## src/rtl/cla_word_sequencer.sv

```systemverilog
// cla_word_sequencer
//   Drives one shared 8-bit carry-lookahead adder for NBYTES consecutive
//   cycles to build an 8*NBYTES-bit add/subtract, least-significant byte
//   first, chaining the carry through an internal register.
//
// Ports
//   clk, rst_n            clock (rising edge), asynchronous active-low reset
//   req_valid/req_ready   request handshake; req_sub, req_a, req_b, req_cin
//                         are captured on the accepting edge
//   add_a/add_b/add_cin   byte operands to the external adder (0 outside RUN)
//   add_sum/add_cout      same-cycle combinational adder result
//   rsp_valid/rsp_ready   response handshake; rsp_sum, rsp_cout, rsp_ovf
//                         are held stable while the response is pending
//   busy                  high while an operation is running or awaiting
//                         its response handshake
module cla_word_sequencer #(
   parameter int unsigned NBYTES = 4
) (
   input  logic                  clk,
   input  logic                  rst_n,
   input  logic                  req_valid,
   output logic                  req_ready,
   input  logic                  req_sub,
   input  logic [8*NBYTES-1:0]   req_a,
   input  logic [8*NBYTES-1:0]   req_b,
   input  logic                  req_cin,
   output logic [7:0]            add_a,
   output logic [7:0]            add_b,
   output logic                  add_cin,
   input  logic [7:0]            add_sum,
   input  logic                  add_cout,
   output logic                  rsp_valid,
   input  logic                  rsp_ready,
   output logic [8*NBYTES-1:0]   rsp_sum,
   output logic                  rsp_cout,
   output logic                  rsp_ovf,
   output logic                  busy
);

   localparam int unsigned W  = 8 * NBYTES;
   localparam int unsigned IW = (NBYTES > 1) ? $clog2(NBYTES) : 1;
   localparam logic [IW-1:0] LAST = IW'(NBYTES - 1);

   typedef enum logic [1:0] {
      IDLE = 2'd0,
      RUN  = 2'd1,
      DONE = 2'd2
   } state_e;

   state_e          state_q, state_d;
   logic [IW-1:0]   idx_q, idx_d;
   logic            carry_q, carry_d;
   logic [W-1:0]    a_q, a_d;
   logic [W-1:0]    b_q, b_d;
   logic [W-1:0]    res_q, res_d;
   logic [W-1:0]    rsp_sum_q, rsp_sum_d;
   logic            rsp_cout_q, rsp_cout_d;
   logic            rsp_ovf_q, rsp_ovf_d;
   logic [7:0]      a_byte, b_byte;

   // State register and datapath flops
   always_ff @(posedge clk or negedge rst_n) begin
      if (!rst_n) begin
         state_q    <= IDLE;
         idx_q      <= '0;
         carry_q    <= 1'b0;
         a_q        <= '0;
         b_q        <= '0;
         res_q      <= '0;
         rsp_sum_q  <= '0;
         rsp_cout_q <= 1'b0;
         rsp_ovf_q  <= 1'b0;
      end else begin
         state_q    <= state_d;
         idx_q      <= idx_d;
         carry_q    <= carry_d;
         a_q        <= a_d;
         b_q        <= b_d;
         res_q      <= res_d;
         rsp_sum_q  <= rsp_sum_d;
         rsp_cout_q <= rsp_cout_d;
         rsp_ovf_q  <= rsp_ovf_d;
      end
   end

   // Next-state logic
   always_comb begin
      state_d = state_q;
      unique case (state_q)
         IDLE:    if (req_valid && req_ready) state_d = RUN;
         RUN:     if (idx_q == LAST)          state_d = DONE;
         DONE:    if (rsp_ready)              state_d = IDLE;
         default: state_d = IDLE;
      endcase
   end

   // Byte selection from the captured operands
   always_comb begin
      a_byte = a_q[8*int'(idx_q) +: 8];
      b_byte = b_q[8*int'(idx_q) +: 8];
   end

   // Datapath next values
   always_comb begin
      idx_d      = idx_q;
      carry_d    = carry_q;
      a_d        = a_q;
      b_d        = b_q;
      res_d      = res_q;
      rsp_sum_d  = rsp_sum_q;
      rsp_cout_d = rsp_cout_q;
      rsp_ovf_d  = rsp_ovf_q;
      unique case (state_q)
         IDLE: begin
            if (req_valid && req_ready) begin
               a_d     = req_a;
               // Subtract is A + ~B + 1; a set borrow-in cancels the +1.
               b_d     = req_sub ? ~req_b : req_b;
               carry_d = req_cin ^ req_sub;
               idx_d   = '0;
            end
         end
         RUN: begin
            res_d[8*int'(idx_q) +: 8] = add_sum;
            carry_d = add_cout;
            if (idx_q == LAST) begin
               idx_d = '0;
               // Published only on completion so rsp_sum never shows a
               // partially built word of a later operation.
               rsp_sum_d  = res_d;
               rsp_cout_d = add_cout;
               // Carry into bit 7 is a^b^sum there; overflow when it
               // differs from the carry out of bit 7.
               rsp_ovf_d  = add_cout ^ (a_byte[7] ^ b_byte[7] ^ add_sum[7]);
            end else begin
               idx_d = idx_q + 1'b1;
            end
         end
         default: ;
      endcase
   end

   // Outputs
   always_comb begin
      req_ready = rst_n && (state_q == IDLE);
      rsp_valid = (state_q == DONE);
      busy      = (state_q == RUN) || (state_q == DONE);
      add_a     = '0;
      add_b     = '0;
      add_cin   = 1'b0;
      if (state_q == RUN) begin
         add_a   = a_byte;
         add_b   = b_byte;
         add_cin = carry_q;
      end
      rsp_sum  = rsp_sum_q;
      rsp_cout = rsp_cout_q;
      rsp_ovf  = rsp_ovf_q;
   end

endmodule
```

## config.mk

```make
export PLATFORM = sky130hd
export DESIGN_NAME = cla_word_sequencer
export DESIGN_NICKNAME = d
export VERILOG_FILES = /design/src/rtl/cla_word_sequencer.sv
export SDC_FILE = /design/constraint.sdc
export NUM_CORES = 1
export LEC_CHECK = 0
export BUFFER_PORTS_ARGS = -buffer_cell sky130_fd_sc_hd__buf_4
export CAP_MARGIN = 20
export CORE_ASPECT_RATIO = 1.1
export CORE_MARGIN = 1.5
export CORE_UTILIZATION = 50
export DETAILED_ROUTE_END_ITERATION = 16
export PLACE_DENSITY_LB_ADDON = 0.12
export SLEW_MARGIN = 10
export SYNTH_ARGS = -nofsm -noshare
export SYNTH_HDL_FRONTEND = slang
export SYNTH_SLANG_ARGS = --single-unit
```

## constraint.sdc

```tcl
create_clock -name clk -period 5.2 [get_ports clk]
set_clock_uncertainty 0.2 [all_clocks]
set_input_delay 0.26 -clock clk [delete_from_list [all_inputs] [get_ports clk]]
set_output_delay 0.26 -clock clk [all_outputs]
set_load 0.01 [all_outputs]
```

* Yosys cells after proc, flatten, opt, wreduce, memory -nomap -nowiden
Index checks and enable logic that the tools add are counted.
Operators by class: $add $sub $neg 2, multipliers 0, divide/modulo/power cells 0, $lt $le $gt $ge 0, eq/ne operators 6, shift operators 4, multiplexer cells 14, bitwise operators 5, reductions and logical operators 9
Operator list (count):
- $shiftx 32x6->8 | 2
- $neg 5->33 | 1
- $shift 8x33->32 const A | 1
- $shiftx 8x33->32 | 1
- $bwmux 32 | 1
- $mux 32 | 1
- $not 32->32 | 1
- $mux 8 | 2
- $mux 2 | 5
- $pmux 2 s3 | 1
- $reduce_and 2->1 | 3
- $eq 2x2->1 const B | 2
- $ne 2x2->1 const B | 2
- $pmux 2 s2 | 1
- $xor 1x1->1 | 4
- $reduce_and 3->1 | 1
- $add 2x1->2 const B | 1
- $eq 2x1->1 const B | 1
- $logic_and 1x1->1 | 2
- $logic_not 2->1 | 1
- $mux 1 | 2
- $ne 2x1->1 const B | 1
- $pmux 1 s2 | 1
- $reduce_bool 2->1 | 1
- $logic_or 1x1->1 | 1
Storage, ports and cells: register bits after elaboration 135, latch bits 0, RAM bits 0, ROM bits 0, bits of input ports 79, output and inout port bits 54, logic and storage cells 49, memories 0

* Longest topological paths before layout
depth in word-level cells 5, depth in mapped cells 10, depth with buffers taken out 5

* Least setup slack after synthesis
No wires, ideal clock.
path type flip-flop to flip-flop, from register idx_q[0], to register res_q[15], library setup time 0.121 ns, arrival time 2.166 ns, data required time 4.879 ns, slack 2.713 ns, cell stages (with the launch flop) 11, buffers on the path 5, period minus slack after synthesis 2.487 ns, cell sequence dfrtp_1 > buf_6 > buf_6 > buf_6 > inv_1 > ha_1 > and4bb_2 > buf_4 > nor2b_1 > buf_2 > a22o_1
On the way: cells in the longest elaborated chain, start to end 3, elaborated cells on any way between the ends 4, classes of those cells 1 x add/sub; 2 x shift; 1 x mux
RTL lines:
- from (decl) | RTL line 51 | logic [IW-1:0] idx_q, idx_d;
- from (signal assigned) | RTL line 75 | idx_q <= idx_d;
- $neg 5->33 (*) | RTL line 124 | res_d[8*int'(idx_q) +: 8] = add_sum;
- $shiftx 8x33->32 or $shift 8x33->32 (tied branches) | RTL line 124
- $bwmux 32 (*) | RTL line 124
- to (signal assigned) | RTL line 79 | res_q <= res_d;
- to (decl) | RTL line 55 | logic [W-1:0] res_q, res_d;
Every way passes the cells marked *; elsewhere a longest branch is shown, timed or not. A chain may end at the register's enable or synchronous reset.

* Worst setup path in the final report
from register idx_q[1], to register res_q[30]
Same word-level chain as after synthesis.

==> qor.yml <==
global_routing:
  antenna_found_initial: 0
  track_usage: 0.245
  grt_max_degree: 98
  grt_remaining_overflow: 0
  grt_pass1_vias: 5071
  grt_pass1_wl_mm: 25.4
final_layout:
  multi_input_area_um2: 2800
  num-fill-cells: 917
  num-nets-final: 824
  drive_above_1_share: 0.303
  syn2layout_area_growth_pct: 38.4
  n_antenna_cell: 0
  final_core_util: 0.706
  register_area_um2: 3380
cts:
  post-cts-setup-buffers: 0
  clk_pin_slew_ps: 60
  cts.sinks: 135
  cts_buffers: 17
  clockBufferDepth: 2
  cts_max_level: 4
  cts_root_buf: "clkbuf_16"
  cts_resized: 0
  cts_tree: "yes"
  clk_latency_ps: 420
synthesis:
  yosys_most_used_dff: "dfrtp_1"
  yosys_warnings: 0
  synth_area_um2: 6420
  syn_avg_cell_area_um2: 11.6
  synth_cell_types: 31
  ys_seq_elements: 135
  syn-num-nets: 645
  synth_enable_flop_cells: 0
  synthArstFlopShare: 1.00
  netlist_instances: 556
  ys_seq_area_frac: 0.526
timing:
  slew_headroom: 0.316
  period_share: 0.641
  finalHoldViolations: 0
  finalCriticalPeriod_ps: 3330
  fmax_ghz: 0.300
  tightestPinTransition_ps: 1030
  finalSetupTns_ps: 0
  drv_slew: 0
  rsz0062_at_grt: "no"
  setup_viol: 0
floorplanning:
  die_h_um: 122
  die-area_um2: 13500
  start_util: 0.510
  core.rowCount: 43
  io_pins: 133
  core_area_um2: 12600
  die_x_um: 111
place:
  dp_hpwl_mm: 9.15
  io_buffers: 132
  routabilityCongestion: 0.756
drt:
  vias_per_cell: 5.38
  drc: 0
  avgRoutedWirePerCell_um: 17.4
  initialDrtViolationCount: 231
  first_pass_iters: 4
  postRouteAntennaNets: 0
  vias: 4872
  wl_mm: 15.8
critical_path:
  critPathSlowestCell: "dfrtp_1"
  reg2reg_from: "idx_q[1]$_DFFE_PN0P_"
  critPathLaunch: "idx_q[1]$_DFFE_PN0P_"
  endpoint_kind: "flop"
  required_ps: 5360
  startpoint_type: "flop"
  path_class: "flop to flop"
  crit_chain: "inv_1 > ha_1 > nor4b_4 > nor2b_1 > a22o_1"
  worstPathMaxFanout: 21
  cp_slowest_stage_delay_ps: 1020
  critical_path_arrival_ps: 3490
pwr:
  power_density_nw_per_um2: 586
  peakVddDrop_mv: 0.297
  p_leak_nw: 4.00
flow_run:
  maxCapViolCount: 0
outcome:
  status: "completed"
worst_hold_path:
  holdCritPathClass: "input pin to flop"
  hp-start: "rsp_ready"
==> report_power, final <==
| group | switching [W] | total (W) | leakage [nW] | internal, W |
|---|---|---|---|---|
| Combinational | 0.000888 | 0.00195 | 2.00 | 0.00106 |
| Clock | 0.000447 | 0.00142 | 0.339 | 0.000970 |
| Sequential | 0.000321 | 0.00184 | 1.66 | 0.00152 |
| Total | 0.00166 | 0.00521 | 4.00 | 0.00355 |
==> logic make-up (layout without fill, tap and decap cells) <==
| group | count (synthesis) | in the layout | share of synthesized area |
|---|---|---|---|
| and+or+nand+nor | 133 | 133 | 0.113 |
| adders and majority gates | 10 | 10 | 0.0195 |
| muxes | 51 | 51 | 0.117 |
| AOI/OAI and AO/OA | 137 | 137 | 0.134 |
| DFF | 135 | 135 | 0.526 |
| buffers and inverters | 55 | 247 | 0.0413 |
| xor gates and xnor gates | 35 | 35 | 0.0499 |
==> cells in the final DEF, fill, tap and decap left out, drive strengths merged, types with 3 or more instances in the layout <==
| master | netlist | layout |
|---|---|---|
| o21ai | 33 | 33 |
| mux2 | 34 | 34 |
| nor2 | 36 | 36 |
| dlygate4sd3 | 0 | 74 |
| a21oi | 41 | 41 |
| xnor2 | 32 | 32 |
| and2 | 19 | 19 |
| ha | 10 | 10 |
| nor4b | 3 | 3 |
| bufinv | 0 | 7 |
| a22o | 32 | 32 |
| buf | 25 | 136 |
| clkbuf | 25 | 19 |
| a31oi | 26 | 26 |
| nand2 | 36 | 36 |
| nor2b | 35 | 35 |
| mux4 | 16 | 16 |
| inv | 5 | 5 |
| clkinv | 0 | 4 |
| dfrtp | 135 | 135 |
==> synth_stat cells, types with 3 or more instances <==
library cell  count  share of area
dfrtp_1         135           0.53
a21oi_1          41          0.032
nor2_1           36          0.021
nand2_1          35          0.020
nor2b_1          35          0.034
mux2_2           34          0.060
o21ai_0          33          0.026
a22o_1           32          0.044
xnor2_1          32          0.044
a31oi_1          26          0.025
clkbuf_1         25          0.015
and2_1           19          0.018
buf_2            17          0.013
mux4_2           16          0.056
ha_1             10          0.019
inv_1             5         0.0029
buf_6             4         0.0070
nor4b_4           3          0.011
==> registers in the layout, summed over array words and instances, names as in the netlist <==
name      flops
idx_q         2
carry_q       1
rsp_ovf       1
rsp_cout      1
a_q          32
res_q        32
state_q       2
b_q          32
rsp_sum      32
==> timing repair <==
| item | in CTS | in global routing |
|---|---|---|
| endpoints found under the setup margin | 0 | 0 |
| endpoints found under the hold margin | 171 | 0 |
| hold buffers | 74 | 0 |
==> through the flow <==
stage / instances / power [W] / cell area, um^2 / setup slack (ps) / hold WS (ps)
2_1_floorplan: 556 / 0.00305 / 6420 / 2710 / -236
3_3_place_gp: 797 / 0.00367 / 7400 / 2090 / 126
3_5_place_dp: 797 / 0.00374 / 7400 / 1920 / 135
4_1_cts: 903 / 0.00523 / 8840 / 1860 / 2.87
5_1_grt: 905 / 0.00553 / 8890 / 1680 / 27.0
6_report: 905 / 0.00521 / 8890 / 1870 / 19.5
==> critical path, delay by kind of cell, from the launching register on <==
kind	cells	cell delay (ps)
and+or+nand+nor	2	1160
DFF	1	1020
adders and majority gates	1	450
buffers and inverters	1	220
AOI/OAI and AO/OA	1	210
==> path summary, 6_finish.rpt <==
check | cells past startpoint | slack (ps) | end
max | 5 | 1870 | res_q[30]$_DFFE_PN0P_
min | 3 | 20 | state_q[1]$_DFFE_PN0P_
max reg2reg | 5 | 1870 | res_q[30]$_DFFE_PN0P_
min reg2reg | 2 | 280 | b_q[25]$_DFFE_PN0P_
max in group asynchronous | 3 | 3280 | rsp_sum[12]$_DFFE_PN0P_
min in group asynchronous | 2 | 240 | rsp_sum[9]$_DFFE_PN0P_
==> metal layers <==
| metal | share of wire | global-route usage | up-vias |
|---|---|---|---|
| met3 | 0.052 | 0.0617 | 35 |
| met4 | 0.024 | 0.116 | 0 |
| met5 | 0 | 0 | - |
| li1 | - | - | 2308 |
| met2 | 0.52 | 0.423 | 149 |
| met1 | 0.40 | 0.289 | 2380 |
==> area by class of cell <==
cell class	instances	area share
clock buffers	19	0.0509
flip-flops and latches	135	0.380
repair buffers	210	0.202
clock inverters	13	0.0280
well taps	157	0.0221
inverters	5	0.00211
multi-input cells	366	0.314
No activity file was read; power rests on OpenSTA's default activity.
